## config.mk

```make
export PLATFORM = sky130hd
export DESIGN_NAME = rom_programmer
export DESIGN_NICKNAME = d
export VERILOG_FILES = /design/src/rtl/rom_programmer_pkg.sv /design/src/rtl/prom_phase_timer.sv /design/src/rtl/rom_programmer.sv
export SDC_FILE = /design/constraint.sdc
export NUM_CORES = 1
export LEC_CHECK = 0
export CAP_MARGIN = 20
export CORE_UTILIZATION = 51
export DETAILED_ROUTE_END_ITERATION = 8
export PLACE_DENSITY = 0.79
export SYNTH_ARGS = -nofsm -noshare
export SYNTH_HDL_FRONTEND = slang
export SYNTH_HIERARCHICAL = 1
export SYNTH_SLANG_ARGS = --single-unit
```

## constraint.sdc

```tcl
create_clock -name clk -period 3 [get_ports clk]
set_clock_uncertainty 0.05 [all_clocks]
set_input_delay 0.6 -clock clk [delete_from_list [all_inputs] [get_ports clk]]
set_output_delay 0.6 -clock clk [all_outputs]
set_load 0.01 [all_outputs]
```

## src/rtl/rom_programmer_pkg.sv

```systemverilog
// Shared definitions for the PROM programmer.
// OP_* codes are the values presented on the operation output. rom_reader
// decodes the same codes.
// TIMER_WIDTH is the width of the phase down-counter.
package rom_programmer_pkg;

    localparam int TIMER_WIDTH = 8;

    typedef enum logic [3:0] {
        OP_IDLE    = 4'd0,
        OP_SETUP   = 4'd1,
        OP_PULSE   = 4'd2,
        OP_RECOVER = 4'd3,
        OP_VERIFY  = 4'd4,
        OP_DONE    = 4'd5,
        OP_ERROR   = 4'd6
    } op_e;

endpackage

```

## src/rtl/prom_phase_timer.sv

```systemverilog
// Loadable down-counter that times the programming phases.
// Ports:
//   clk, reset_n - system clock and async active-low reset
//   i_load       - load i_value this cycle
//   i_value      - value to load (phase length minus one)
//   o_expired    - count has reached zero
module prom_phase_timer
    import rom_programmer_pkg::*;
(
    input  logic                   clk,
    input  logic                   reset_n,
    input  logic                   i_load,
    input  logic [TIMER_WIDTH-1:0] i_value,
    output logic                   o_expired
);

    logic [TIMER_WIDTH-1:0] r_count;

    always_ff @(posedge clk or negedge reset_n) begin
        if (!reset_n) begin
            r_count <= '0;
        end else if (i_load) begin
            r_count <= i_value;
        end else if (r_count != '0) begin
            r_count <= r_count - 1'b1;
        end
    end

    assign o_expired = (r_count == '0);

endmodule

```

## src/rtl/rom_programmer.sv

```systemverilog
// Fuse PROM programmer. It steps an address counter, drives the address,
// data and CS lines, applies timed program pulses, reads each word back, and
// retries a bounded number of times.
// Ports:
//   clk, reset_n                         - clock, async active-low reset
//   increment_address/decrement_address  - address strobes, acted on in IDLE
//   start_program, data_line_in          - burn the given word at the current address
//   chip_data_in                         - readback from the PROM
//   operation                            - current state code (OP_*)
//   address_line, data_line_out, data_oe - socket address and data drive
//   chip_select_n, program_pulse         - PROM CS and programming enable
//   busy, done, verify_error             - status
//
// state   | meaning
// IDLE    | waiting; address strobes active
// SETUP   | CS low, data driven, before the first pulse
// PULSE   | programming voltage applied
// RECOVER | pulse off, data released, settling before readback
// VERIFY  | compare readback with the latched word
// DONE    | word verified (one cycle)
// ERROR   | retries exhausted (one cycle unless restarted)
module rom_programmer
    import rom_programmer_pkg::*;
#(
    parameter int unsigned DATA_WIDTH     = 4,
    parameter int unsigned ADDRESS_WIDTH  = 8,
    parameter int unsigned SETUP_CYCLES   = 2,
    parameter int unsigned PULSE_CYCLES   = 4,
    parameter int unsigned RECOVER_CYCLES = 2,
    parameter int unsigned MAX_RETRIES    = 3,
    parameter bit          AUTO_INCREMENT = 1'b1
) (
    input  logic                     clk,
    input  logic                     reset_n,
    input  logic                     increment_address,
    input  logic                     decrement_address,
    input  logic                     start_program,
    input  logic [DATA_WIDTH-1:0]    data_line_in,
    input  logic [DATA_WIDTH-1:0]    chip_data_in,
    output logic [3:0]               operation,
    output logic [ADDRESS_WIDTH-1:0] address_line,
    output logic [DATA_WIDTH-1:0]    data_line_out,
    output logic                     data_oe,
    output logic                     chip_select_n,
    output logic                     program_pulse,
    output logic                     busy,
    output logic                     done,
    output logic                     verify_error
);

    op_e                      r_state;
    op_e                      w_state_nxt;
    logic [ADDRESS_WIDTH-1:0] r_addr;
    logic [DATA_WIDTH-1:0]    r_data;
    logic [3:0]               r_retry;
    logic                     r_data_oe;
    logic                     r_cs_n;
    logic                     r_pulse;
    logic                     r_busy;
    logic                     r_done;
    logic                     r_verify_error;

    logic                     w_tmr_load;
    logic [TIMER_WIDTH-1:0]   w_tmr_value;
    logic                     w_tmr_expired;
    logic                     w_accept;
    logic                     w_match;
    logic                     w_can_retry;

    prom_phase_timer u_timer (
        .clk       (clk),
        .reset_n   (reset_n),
        .i_load    (w_tmr_load),
        .i_value   (w_tmr_value),
        .o_expired (w_tmr_expired)
    );

    assign w_match     = (chip_data_in == r_data);
    assign w_can_retry = (r_retry < 4'(MAX_RETRIES));

    always_ff @(posedge clk or negedge reset_n) begin
        if (!reset_n) begin
            r_state <= OP_IDLE;
        end else begin
            r_state <= w_state_nxt;
        end
    end

    always_comb begin
        w_state_nxt = r_state;
        w_tmr_load  = 1'b0;
        w_tmr_value = '0;
        w_accept    = 1'b0;
        case (r_state)
            OP_IDLE, OP_DONE, OP_ERROR: begin
                if (start_program) begin
                    w_accept    = 1'b1;
                    w_state_nxt = OP_SETUP;
                    w_tmr_load  = 1'b1;
                    w_tmr_value = TIMER_WIDTH'(SETUP_CYCLES - 1);
                end else begin
                    w_state_nxt = OP_IDLE;
                end
            end
            OP_SETUP: begin
                if (w_tmr_expired) begin
                    w_state_nxt = OP_PULSE;
                    w_tmr_load  = 1'b1;
                    w_tmr_value = TIMER_WIDTH'(PULSE_CYCLES - 1);
                end
            end
            OP_PULSE: begin
                if (w_tmr_expired) begin
                    w_state_nxt = OP_RECOVER;
                    w_tmr_load  = 1'b1;
                    w_tmr_value = TIMER_WIDTH'(RECOVER_CYCLES - 1);
                end
            end
            OP_RECOVER: begin
                if (w_tmr_expired) begin
                    w_state_nxt = OP_VERIFY;
                end
            end
            OP_VERIFY: begin
                if (w_match) begin
                    w_state_nxt = OP_DONE;
                end else if (w_can_retry) begin
                    // Retries go straight back to PULSE; the lines are already set up.
                    w_state_nxt = OP_PULSE;
                    w_tmr_load  = 1'b1;
                    w_tmr_value = TIMER_WIDTH'(PULSE_CYCLES - 1);
                end else begin
                    w_state_nxt = OP_ERROR;
                end
            end
            default: w_state_nxt = OP_IDLE;
        endcase
    end

    // The outputs are registered from the next state, so they always line up with the state register.
    always_ff @(posedge clk or negedge reset_n) begin
        if (!reset_n) begin
            r_addr         <= '0;
            r_data         <= '0;
            r_retry        <= '0;
            r_data_oe      <= 1'b0;
            r_cs_n         <= 1'b1;
            r_pulse        <= 1'b0;
            r_busy         <= 1'b0;
            r_done         <= 1'b0;
            r_verify_error <= 1'b0;
        end else begin
            if (w_accept) begin
                r_data         <= data_line_in;
                r_retry        <= '0;
                r_verify_error <= 1'b0;
            end else if (r_state == OP_VERIFY && !w_match && w_can_retry) begin
                r_retry <= r_retry + 1'b1;
            end

            if (r_state == OP_VERIFY && !w_match && !w_can_retry) begin
                r_verify_error <= 1'b1;
            end

            if (r_state == OP_IDLE && !start_program) begin
                if (increment_address && !decrement_address) begin
                    r_addr <= r_addr + 1'b1;
                end else if (decrement_address && !increment_address) begin
                    r_addr <= r_addr - 1'b1;
                end
            end else if (r_state == OP_VERIFY && w_match && AUTO_INCREMENT) begin
                r_addr <= r_addr + 1'b1;
            end

            r_done    <= (r_state == OP_VERIFY) && w_match;
            r_pulse   <= (w_state_nxt == OP_PULSE);
            r_data_oe <= (w_state_nxt == OP_SETUP) || (w_state_nxt == OP_PULSE);
            r_busy    <= (w_state_nxt == OP_SETUP) || (w_state_nxt == OP_PULSE) ||
                         (w_state_nxt == OP_RECOVER) || (w_state_nxt == OP_VERIFY);
            r_cs_n    <= !((w_state_nxt == OP_SETUP) || (w_state_nxt == OP_PULSE) ||
                           (w_state_nxt == OP_RECOVER) || (w_state_nxt == OP_VERIFY));
        end
    end

    assign operation     = r_state;
    assign address_line  = r_addr;
    assign data_line_out = r_data;
    assign data_oe       = r_data_oe;
    assign chip_select_n = r_cs_n;
    assign program_pulse = r_pulse;
    assign busy          = r_busy;
    assign done          = r_done;
    assign verify_error  = r_verify_error;

endmodule

```

# == After elaboration in Yosys (flattened, before gate mapping) ==
# Index checks and enable logic that the tools add are counted.
# word_totals
reg_bits,34
in_bits,13
output_inout_bits,22
wordCells,83
# op_classes
addsub,4
order_cmp,1
eq_ne,12
n_mux,29
n_reduce_logical,26
# ops
op,n
$mux 8,6
$mux 4,5
$pmux 4 s5,1
$eq 4x2->1 const B,4
$eq 4x3->1 const B,4
$sub 8x1->8 const B,2
$mux 1,10
$add 8x1->8 const B,1
$eq 4x1->1 const B,2
$logic_not 8->1,1
$pmux 2 s4,1
$reduce_bool 2->1,4
$reduce_bool 8->1,1
$logic_and 1x1->1,7
$logic_not 1->1,6
$mux 2,3
$mux 3,2
$add 4x1->4 const B,1
$eq 4x4->1,1
$logic_not 4->1,1
$lt 4x2->1 const B,1
$logic_or 1x1->1,3
$ne 3x1->1 const B,1
$pmux 1 s3,1
3 further kinds,3

# == Depth between registers and ports, before layout ==
# Gate-level depths: netlist of the first run.
# logic_depth
ltp_word,9
depth_mapped,11
depth_no_buf,10

# == Cells and area by module ==
# Netlist of the first run, hierarchy kept.
# modules_own_cells
mod,instances,cells_per_inst,area_per_inst_um2
rom_programmer,1,133,1366.3
prom_phase_timer,1,54,476.7

# == Least setup slack after synthesis of the first run ==
# No wires, ideal clock.
# synth_timing
path_type,register -> register
startpoint,register u_timer.r_count[0]
endpoint,register u_timer.r_count[4]
setup_ns,0.079
arrival_ns,2.510
setup_slack_ns,0.361
stages_incl_launch_ff,12
path_buffers,2
period_less_slack_ns,2.639
path_cell_list,dfrtp_1 inv_1 ha_1 or3b_1 clkbuf_2 nor2_1 mux2_2 a21oi_1 o21ai_0 dlygate4sd1_1 a21oi_1 a2bb2oi_1
# synth_via
elab_chain_len,4
elab_cells_between_ends,8
cone_classes,1 x add/sub; 4 x mux; 3 x reduce/logical
# synth_rtl
item,line,source
from (decl),prom_phase_timer.sv:17,logic [TIMER_WIDTH-1:0] r_count;
from (signal assigned),prom_phase_timer.sv:23,r_count <= i_value;
from (signal assigned),prom_phase_timer.sv:25,r_count <= r_count - 1'b1;
$logic_not 8->1 (*),prom_phase_timer.sv:29,assign o_expired = (r_count == '0);
via w_tmr_expired,rom_programmer.sv:65,logic w_tmr_expired;
$mux 1 (*),"rom_programmer.sv:106, rom_programmer.sv:113",
$pmux 1 s3 (*),rom_programmer.sv:94,case (r_state)
via w_tmr_load,rom_programmer.sv:63,logic w_tmr_load;
$mux 8 or $reduce_bool 2->1 (tied branches),-,
# Mark *: on every way through the listed nets, which the timed path passes. The rest lies on a longest branch. The select of a mux whose other input is x is not followed.
# A chain may end at the register's enable or synchronous reset.

# == Worst setup path after layout of the first run ==
# layout_timing
startpoint,register u_timer.r_count[0]
endpoint,"register r_cs_n, in the netlist chip_select_n"
# layout_via
elab_chain_len,8
elab_cells_between_ends,13
cone_classes,4 x eq/ne; 4 x mux; 5 x reduce/logical
# layout_rtl
item,line,source
$logic_not 8->1 (*),prom_phase_timer.sv:29,
via w_tmr_expired,rom_programmer.sv:65,
"$mux 4, on equally long branches","rom_programmer.sv:120, rom_programmer.sv:106, rom_programmer.sv:113",
$pmux 4 s5 (*),rom_programmer.sv:94,
$eq 4x1->1 or $eq 4x2->1 (tied branches),rom_programmer.sv:180,r_cs_n <= !((w_state_nxt == OP_SETUP) || (w_state_nxt == OP_PULSE) ||
$logic_or 1x1->1 (2 in series),rom_programmer.sv:180,
$logic_or 1x1->1 (*),rom_programmer.sv:181,(w_state_nxt == OP_RECOVER) || (w_state_nxt == OP_VERIFY));
$logic_not 1->1 (*),rom_programmer.sv:180,
to (signal assigned),rom_programmer.sv:180,
to (decl),rom_programmer.sv:57,logic r_cs_n;
# Mark *: on every way through the listed nets, which the timed path passes. The rest lies on a longest branch.

==> results of run 1 <==
[cells by family after synthesis]
family / after synthesis
and+or+nand+nor: 70
adders and majority gates: 4
xor gates and xnor gates: 19
DFF: 34
buffers and inverters: 15
AOI/OAI and AO/OA: 37
muxes: 7
other: 1
[final timing paths]
| check | start | to |
|---|---|---|
| max | u_timer/r_count[0] | chip_select_n |
| min | address_line[7] | address_line[7] |
| max reg2reg | u_timer/r_count[0] | chip_select_n |
| min reg2reg | address_line[7] | address_line[7] |
| max in group asynchronous | reset_n | chip_select_n |
| min in group asynchronous | reset_n | u_timer/r_count[1] |
[registers in the layout, summed over array words and instances, names as in the netlist]
name / flops
verify_error: 1
operation: 4
address_line: 8
u_timer/r_count: 8
done: 1
data_oe: 1
data_line_out: 4
busy: 1
r_retry: 4
chip_select_n: 1
program_pulse: 1
[through the flow]
| step | setup WS [ns] | utilization | cells |
|---|---|---|---|
| after floorplan | 0.361 | - | 193 |
| after global placement | 0.510 | 0.672 | 272 |
| after detailed placement | 0.442 | 0.672 | 272 |
| after CTS | 0.431 | 0.687 | 280 |
| after global routing | 0.117 | 0.687 | 280 |
| final | 0.432 | 0.687 | 280 |
[power by group]
group          internal, mW  switching (mW)  leakage [nW]
combinational         0.273           0.226         0.521
clock                0.0933           0.140        0.0265
sequential            0.564           0.152         0.430
total                 0.930           0.518         0.977
[routing by layer]
metal | track usage | wire, um
met5 | 0 | 0
met2 | 0.342 | 1820
met3 | 0.0680 | 250
met4 | 0.105 | 67
met1 | 0.267 | 1640
[cell usage after synthesis (all sizes together), types with 5 or more instances]
library cell  number
xor2               9
xnor2             10
nand4              5
o21ai              8
mux2               5
nor2              11
nand3              6
nor3               9
inv                7
nand2             15
a21oi              9
clkbuf             6
dfrtp             33
[worst max-delay path, cell delays in order, from the launching register on]
cell      delay (ns)
dfrtp_1         0.42
inv_1           0.09
ha_1            0.21
or3b_1          0.47
nor2_1          0.19
mux2_2          0.19
a211oi_1        0.07
nor3_1          0.48
nor3b_1         0.13
o21a_1          0.20
[final cells by class]
type | count | area, um2 | area share
inverter | 7 | 26.3 | 0.0113
tap | 46 | 57.6 | 0.0247
sequential | 34 | 852 | 0.366
clock buffer | 8 | 48.8 | 0.0210
timing repair buffer | 41 | 393 | 0.169
multi-input combinational | 144 | 950 | 0.408
==> summary.md, run 1 <==
| Metric | Value |
|---|---|
| Complex-gate fraction of the synthesized area | `0.134` |
| Yosys top cell by area | `dfrtp_1` |
| Cts hold-fix bufs | `0` |
| Hold Slack | `0.453 ns` |
| Vias | `1548` |
| Endpoint class of the critical path | `flip-flop` |
| Worst r2r path cells | `9` |
| Worst vdd ir | `0.407 mV` |
| Hold Violations, Final | `0` |
| HP Class | `reg2reg` |
| Synth top area cells | `dfrtp_1 (45%), xnor2_1 (4.8%), xor2_1 (4.3%)` |
| Fillers | `257` |
| Largest net degree at the start of global routing | `35` |
| Clock Tree Root | `clkbuf_4` |
| Total power | `1.45 mW` |
| Post-synth EDFFs | `0` |
| Synth Cell Area | `0.00184 mm2` |
| Die extent in x | `62.1 um` |
| Worst reg-to-reg setup slack | `0.43 ns` |
| Simple logic cell fraction of the synthesized area | `0.208` |
| Antenna Cells | `0` |
| Xor/xnor cell area share of the yosys netlist | `0.0903` |
| Post-CTS Resized | `0` |
| Layout cell share with drive strength beyond 1 | `0.0983` |
| Worst Hold Depth | `1` |
| Final ANT Viol Nets | `0` |
| Adder-Cell Fraction of Synth Area | `0.0272` |
| Setup Buffers After CTS | `0` |
| Mean Syn Cell Area | `9.86 um2` |
| Unrepaired setup endpoints after global routing | `no` |
| Netlist cell types | `46` |
| CTS max path bufs | `2` |
| Vias in the first global route | `1493` |
| DR DRC count | `0` |
| Min Tclk post-route | `2.57 ns` |
| Most common cell after layout, fill and taps aside | `clkdlybuf4s50_1` |
| Most frequent cells in the layout | `clkdlybuf4s50_1 (34), dfrtp_1 (33), nand2_1 (15), nor2_1 (11), xnor2_1 (10)` |
| Largest family of logic cells by synthesized area | `simple AND/OR/NAND/NOR gates` |
| Synth warnings | `6` |
| DP Area | `0.00228 mm2` |
| Detailed placer's ending HPWL | `2.75 mm` |
| Sequential-to-total area share from yosys stat | `0.462` |
| Grt ovf | `0` |
| Skew-Pair Late Insertion Delay | `0.33 ns` |
| Sink Count | `34` |
| Power Dens Cells | `622 mW/mm2` |
| CORE AREA | `0.00339 mm2` |
| CTS tree | `yes` |
| WL/cell | `13.5 um` |
| Status | `complete, no violations` |
| First-pass GRT wire length | `6.56 mm` |
| Most used flip-flop cell after synthesis | `dfrtp_1` |
| Sum Neg Setup Slack | `0 ns` |
| Synthesis-to-finish area growth | `26.3%` |
| Fmax | `389 MHz` |
| I/O Pins | `35` |
| Post-synthesis async set-or-reset flop share | `1.00` |
| Clk pin slew, worst setup/hold paths | `0.10 ns` |
| DRT Wirelength | `3.78 mm` |
| MaxCap Viol Count | `0` |
| WS Path Type | `reg2reg` |
| Final instance area | `0.00233 mm2` |
| Tcrit/Tclk final | `0.856` |
| Least-Margin Pin Slew | `0.550 ns` |
| Top cell type's share of synthesized area | `0.448` |
| Die height | `62.1 um` |
| CP required | `3.21 ns` |
| Critical path peak fanout | `7` |
| Final setup vio count | `0` |
| H-tree levels | `2` |
| Max-slew headroom | `0.628` |
| Starting Density | `0.544` |
| Gpl congestion | `0.837` |
| Drt pass-1 iters | `4` |
| DR vias/cell | `5.53` |
| TritonCTS buffer count | `5` |
| GRT Util Overall | `0.216` |
| Rows | `21` |
| DIE AREA | `0.00386 mm2` |
| CP arrival | `2.78 ns` |
| Initial antenna violation count | `0` |
| Worst setup SP type | `flip-flop` |
| Final nets | `250` |
| Port bufs | `34` |
| Synthesized instance count | `187` |
| Pleak | `0.977 nW` |
| Final slew viol count | `0` |
| Multiplexer share of the synthesized area | `0.0414` |
| DRT iter0 DRCs | `86` |
| Yosys reg bits | `34` |
Note: power is estimated with default switching activity, not from simulation.
==> run 2: changes to the inputs <==
- CORE_UTILIZATION: 51 -> 62
- DONT_BUFFER_PORTS: not set -> 1
- PLACE_DENSITY: 0.79 -> 0.78
==> run 2 against run 1 <==
Clock power up 32%; die area down 17%; wire length down 0.48%; global-route usage up 4.9 points.
==> summary.md, run 2 (same netlist as run 1, synthesis figures left out) <==
| Metric | Value |
|---|---|
| Status | `complete, no violations (unchanged)` |
| FF/Latch Area | `852 um2 (unchanged)` |
| Post-CTS Resized | `0 (unchanged)` |
| Critical path peak fanout | `13 (was 7)` |
| Skew-Pair Late Insertion Delay | `0.33 ns (about the same)` |
| Area occupied by multi-input gates | `950 um2 (unchanged)` |
| Final ANT Viol Nets | `0 (unchanged)` |
| GRT Util Overall | `0.265 (was 0.216)` |
| Pleak | `0.877 nW (was 0.977 nW)` |
| Min Tclk post-route | `2.62 ns (was 2.57 ns)` |
| CP arrival | `2.81 ns (was 2.78 ns)` |
| Sum Neg Setup Slack | `0 ns (unchanged)` |
| I/O Pins | `35 (unchanged)` |
| CTS max path bufs | `2 (unchanged)` |
| Layout cell share with drive strength beyond 1 | `0.134 (was 0.0983)` |
| TritonCTS buffer count | `5 (unchanged)` |
| Sink Count | `34 (unchanged)` |
| Vias in the first global route | `1525 (was 1493)` |
| Crit path largest cell delay | `0.48 ns (about the same)` |
| Slowest CP cell | `or3b_1 (was nor3_1)` |
| Tcrit/Tclk final | `0.874 (was 0.856)` |
| Port bufs | `0 (was 34)` |
| Power Dens Cells | `697 mW/mm2 (was 622 mW/mm2)` |
| CP required | `3.19 ns (was 3.21 ns)` |
| Antenna Cells | `0 (unchanged)` |
| Die height | `56.5 um (was 62.1 um)` |
| Crit-path cells | `inv_1 -> ha_1 -> or3b_1 -> nor2_1 -> mux2_2 -> a21oi_1 -> o21ai_0 -> buf_4 -> inv_1 -> a221oi_1 (was inv_1 -> ha_1 -> or3b_1 -> nor2_1 -> mux2_2 -> a211oi_1 -> nor3_1 -> nor3b_1 -> o21a_1)` |
| DR vias/cell | `6.44 (was 5.53)` |
| Seq pwr share | `0.531 (was 0.494)` |
| Worst reg-to-reg setup slack | `0.38 ns (was 0.43 ns)` |
| MaxCap Viol Count | `0 (unchanged)` |
| DR DRC count | `0 (unchanged)` |
| Max-slew headroom | `0.613 (was 0.628)` |
| Part of the power in combinational logic | `0.249 (was 0.344)` |
| Starting Density | `0.663 (was 0.544)` |
| Unrepaired setup endpoints after global routing | `no (unchanged)` |
| Final nets | `217 (was 250)` |
| DIE AREA | `0.00319 mm2 (was 0.00386 mm2)` |
| Switching part of the total | `0.364 (was 0.358)` |
| Die extent in x | `56.5 um (was 62.1 um)` |
| Grt ovf | `0 (unchanged)` |
| Fmax | `381 MHz (was 389 MHz)` |
| Vias | `1494 (was 1548)` |
| WS Path Type | `reg2reg (unchanged)` |
| Most common cell after layout, fill and taps aside | `dfrtp_1 (was clkdlybuf4s50_1)` |
| Fillers | `193 (was 257)` |
| Final slew viol count | `0 (unchanged)` |
| H-tree levels | `2 (unchanged)` |
| Clock network fraction of design power | `0.220 (was 0.161)` |
| Critical path buffers and inverters | `3 (was 1)` |
| Endpoint class of the critical path | `flip-flop (unchanged)` |
| Placed insts | `223 (was 272)` |
| Internal power | `0.894 mW (was 0.930 mW)` |
| Worst r2r path cells | `10 (was 9)` |
| Switching Power | `0.511 mW (was 0.518 mW)` |
| Clk pin slew, worst setup/hold paths | `0.10 ns (about the same)` |
| Top delay family on crit path | `simple AND/OR/NAND/NOR gates (unchanged)` |
| Most used cell along the critical path | `inv_1` |
| CORE AREA | `0.00278 mm2 (was 0.00339 mm2)` |
| DRT Wirelength | `3.76 mm (was 3.78 mm)` |
| Hold Violations, Final | `0 (unchanged)` |
| Detailed placer's ending HPWL | `2.65 mm (was 2.75 mm)` |
| Critical Path Stages | `10 (was 9)` |
| HP Class | `in2async (was reg2reg)` |
| Cell Count, Final, Fillers Out | `232 (was 280)` |
| WL/cell | `16.2 um (was 13.5 um)` |
| Largest net degree at the start of global routing | `34 (was 35)` |
| Least-Margin Pin Slew | `0.575 ns (was 0.550 ns)` |
| Worst setup SP type | `flip-flop (unchanged)` |
| Most frequent cells in the layout | `dfrtp_1 (33), nand2_1 (15), nor2_1 (11), xnor2_1 (10) (was clkdlybuf4s50_1 (34), dfrtp_1 (33), nand2_1 (15), nor2_1 (11), xnor2_1 (10))` |
| Synthesis-to-finish area growth | `9.50% (was 26.3%)` |
| Final setup vio count | `0 (unchanged)` |
| Worst vdd ir | `0.766 mV (was 0.407 mV)` |
| First-pass GRT wire length | `6.53 mm (was 6.56 mm)` |
| Gpl congestion | `0.871 (was 0.837)` |
| CTS tree | `yes (unchanged)` |
| Drt pass-1 iters | `4 (unchanged)` |
| Initial antenna violation count | `0 (unchanged)` |
| Clock Tree Root | `clkbuf_4 (unchanged)` |
| DRT iter0 DRCs | `85 (was 86)` |
| Rows | `19 (was 21)` |
run 2: changes by cell type in the layout (fill, tap and decap cells not counted), sizes merged:
cell           previous run  this run
buf                       7         8
clkdlybuf4s50            34         0
run 2: routing by layer:
layer,global-route usage,wire length (um)
met3,0.0668,286
met4,0.139,42
met1,0.332,1520
met5,0,0
met2,0.422,1910
run 2: final timing paths:
check	from	to
max in group asynchronous	reset_n	address_line[6]
min	reset_n	data_oe
max	u_timer/r_count[0]	u_timer/r_count[5]
min in group clk	data_line_in[2]	data_line_out[2]
min reg2reg	r_retry[3]	r_retry[3]
max reg2reg	u_timer/r_count[0]	u_timer/r_count[5]
run 2: area by class of cell:
cell class              instances  area share
clock buffers                   8      0.0391
inverters                       7      0.0130
multi-input cells             144       0.471
flip-flops and latches         34       0.422
well taps                      31      0.0192
repair buffers                  8      0.0360
run 2: per-stage QoR:
| stage | total power, mW | setup WS, ns | instance area, um2 | hold WS, ns | util |
|---|---|---|---|---|---|
| final | 1.41 | 0.377 | 2020 | 0.0335 | 0.726 |
| after global routing | 1.50 | 0.210 | 2020 | 0.0149 | 0.726 |
| after CTS | 1.41 | 0.368 | 2020 | 0.0308 | 0.726 |
| after detailed placement | 1.09 | 0.418 | 1920 | 0.255 | 0.690 |
| after global placement | 1.07 | 0.609 | 1920 | 0.255 | 0.690 |
| after floorplan | 0.999 | 0.361 | 1870 | 0.254 | - |
run 2: repair_timing:
item	CTS	global route
endpoints found under the hold margin	33	0
hold buffers	1	0
buffers inserted	0	0
run 2: power groups by stage:
stage	Combinational (mW)	Sequential, mW	Clock, mW
CTS	0.350	0.745	0.314
detailed placement	0.333	0.754	0
global route	0.399	0.765	0.336
floorplan	0.281	0.717	0
finish	0.351	0.746	0.309
global placement	0.322	0.747	0
==> run 3: changes to the inputs <==
- HOLD_SLACK_MARGIN: not set -> 0.06
==> run 3 against run 2 <==
Sequential power is essentially flat; critical path depth unchanged; global-route usage is the same; count of clock-buffer cells in the layout unchanged; die area unchanged; sequential cell count unchanged; sequential share of layout area is 0.21 points lower; hold slack gained 0.33 ns; via count hardly changed; setup slack lost 0.0039 ns; core utilization grew 0.36 points; highest routed layer unchanged.
==> summary.md, run 3 (same netlist as run 1, synthesis figures left out) <==
| Metric | Value |
|---|---|
| Final slew viol count | `0 (unchanged)` |
| TritonCTS buffer count | `5 (unchanged)` |
| Worst setup endpoint | `u_timer/r_count[5] (unchanged)` |
| Fmax | `381 MHz (about the same)` |
| DP Area | `0.00192 mm2 (unchanged)` |
| Met2 WL | `1.92 mm (was 1.91 mm)` |
| CP arrival | `2.81 ns (about the same)` |
| Met3 Wirelength | `252 um (was 286 um)` |
| Part of the power in combinational logic | `0.251 (was 0.249)` |
| Hold Violations, Final | `0 (unchanged)` |
| Final Core Density | `0.729 (was 0.726)` |
| Vias in the first global route | `1530 (was 1525)` |
| First-pass GRT wire length | `6.54 mm (was 6.53 mm)` |
| Sink Count | `34 (unchanged)` |
| Hold Slack | `0.368 ns (was 0.0335 ns)` |
| I/O Pins | `35 (unchanged)` |
| Detailed placer's ending HPWL | `2.65 mm (unchanged)` |
| Critical R2R Capture | `u_timer/r_count[5] (unchanged)` |
| Clock Tree Root | `clkbuf_4 (unchanged)` |
| Seq pwr share | `0.531 (about the same)` |
| Endpoint class of the critical path | `flip-flop (unchanged)` |
| Power Dens Cells | `693 mW/mm2 (was 697 mW/mm2)` |
| CTS max path bufs | `2 (unchanged)` |
| H-tree levels | `2 (unchanged)` |
| Post-CTS Resized | `0 (unchanged)` |
| M1 WL | `1.52 mm (about the same)` |
| Internal power | `0.895 mW (was 0.894 mW)` |
| Final setup vio count | `0 (unchanged)` |
| Final nets | `218 (was 217)` |
| Setup Buffers After CTS | `0 (unchanged)` |
| Grt ovf | `0 (unchanged)` |
| Total power | `1.40 mW (was 1.41 mW)` |
| Sum Neg Setup Slack | `0 ns (unchanged)` |
| Worst setup SP type | `flip-flop (unchanged)` |
| Post-place setup slack | `0.418 ns (unchanged)` |
| Starting Density | `0.663 (unchanged)` |
| CP required | `3.19 ns (about the same)` |
| Cell Count, Final, Fillers Out | `233 (was 232)` |
| Vias | `1495 (was 1494)` |
| Clk pin slew, worst setup/hold paths | `0.10 ns (about the same)` |
| Layout cell share with drive strength beyond 1 | `0.134 (about the same)` |
| Gpl congestion | `0.871 (unchanged)` |
| WS Path Type | `reg2reg (unchanged)` |
| Port bufs | `0 (unchanged)` |
| DRT iter0 DRCs | `82 (was 85)` |
| Most frequent cells in the layout | `dfrtp_1 (33), nand2_1 (15), nor2_1 (11), xnor2_1 (10) (unchanged)` |
| DIE AREA | `0.00319 mm2 (unchanged)` |
| Max layer used | `met4 (unchanged)` |
| Tcrit/Tclk final | `0.876 (was 0.874)` |
| Max-slew headroom | `0.633 (was 0.613)` |
| Reg2reg start | `u_timer/r_count[0] (unchanged)` |
| Die extent in x | `56.5 um (unchanged)` |
| WL/cell | `16.0 um (was 16.2 um)` |
| Clock network fraction of design power | `0.219 (was 0.220)` |
| Worst r2r path cells | `10 (unchanged)` |
| Final ANT Viol Nets | `0 (unchanged)` |
| Final worst slack | `0.373 ns (was 0.377 ns)` |
| Placed insts | `223 (unchanged)` |
| Critical path peak fanout | `13 (unchanged)` |
| Initial antenna violation count | `0 (unchanged)` |
| Switching Power | `0.509 mW (was 0.511 mW)` |
| DR vias/cell | `6.42 (was 6.44)` |
| Worst vdd ir | `0.758 mV (was 0.766 mV)` |
| Least-Margin Pin Slew | `0.546 ns (was 0.575 ns)` |
| Antenna Cells | `0 (unchanged)` |
| Drt pass-1 iters | `4 (unchanged)` |
| HP Class | `in2reg (was in2async)` |
| DR DRC count | `0 (unchanged)` |
| Cts hold-fix bufs | `2 (was 1)` |
| Pleak | `0.881 nW (was 0.877 nW)` |
| GRT Util Overall | `0.265 (unchanged)` |
| Setup crit start | `u_timer/r_count[0] (unchanged)` |
| CTS tree | `yes (unchanged)` |
| Skew-Pair Late Insertion Delay | `0.33 ns (about the same)` |
| MaxCap Viol Count | `0 (unchanged)` |
| Unrepaired setup endpoints after global routing | `no (unchanged)` |
| Most common cell after layout, fill and taps aside | `dfrtp_1 (unchanged)` |
| Synthesis-to-finish area growth | `10.0% (was 9.50%)` |
| CORE AREA | `0.00278 mm2 (unchanged)` |
| Largest net degree at the start of global routing | `35 (was 34)` |
| Status | `complete, no violations (unchanged)` |
| Switching part of the total | `0.363 (was 0.364)` |
| Die height | `56.5 um (unchanged)` |
| Rows | `19 (unchanged)` |
| Worst reg-to-reg setup slack | `0.37 ns (was 0.38 ns)` |
| DRT Wirelength | `3.73 mm (was 3.76 mm)` |
| Final instance area | `0.00203 mm2 (was 0.00202 mm2)` |
| Min Tclk post-route | `2.63 ns (was 2.62 ns)` |
[run 3: changes by cell type in the layout (fill, tap and decap cells not counted)]
cell           before  now
dlygate4sd3_1       0    1
[run 3: worst min path at each step]
stage	to	cells after the start	slack, ns	from
2_1_floorplan	address_line[0]	0	0.25	reset_n
3_3_place_gp	operation[1]	0	0.26	reset_n
3_5_place_dp	operation[1]	0	0.26	reset_n
4_1_cts	data_line_out[2]	1	0.36	data_line_in[2]
5_1_grt	data_line_out[2]	1	0.35	data_line_in[2]
6_report	data_line_out[2]	1	0.37	data_line_in[2]
[run 3: power groups by stage]
stage	Clock [mW]	Combinational [mW]	Sequential, mW
2_1_floorplan	0	0.281	0.717
5_1_grt	0.336	0.400	0.765
3_3_place_gp	0	0.322	0.747
4_1_cts	0.314	0.351	0.745
6_report	0.307	0.352	0.746
3_5_place_dp	0	0.333	0.754
[run 3: area by class of cell]
| type | instances | area, um2 |
|---|---|---|
| multi-input cells | 144 | 950 |
| flip-flops and latches | 34 | 852 |
| fillers | 192 | 753 |
| repair buffers | 9 | 82.6 |
| clock buffers | 8 | 78.8 |
| well taps | 31 | 38.8 |
| inverters | 7 | 26.3 |
[run 3: routing by layer]
metal	vias up	GRT usage
met5	-	0
met4	0	0.139
met3	6	0.0668
met2	63	0.422
met1	723	0.332
li1	703	-
[run 3: worst max-delay path: stages (launching register included)]
cell and delay (ns):
dfrtp_1 0.43, inv_1 0.11, ha_1 0.23, or3b_1 0.48, nor2_1 0.21, mux2_2 0.20, a21oi_1 0.07, o21ai_0 0.18
buf_4 0.21, inv_1 0.11, a221oi_1 0.27
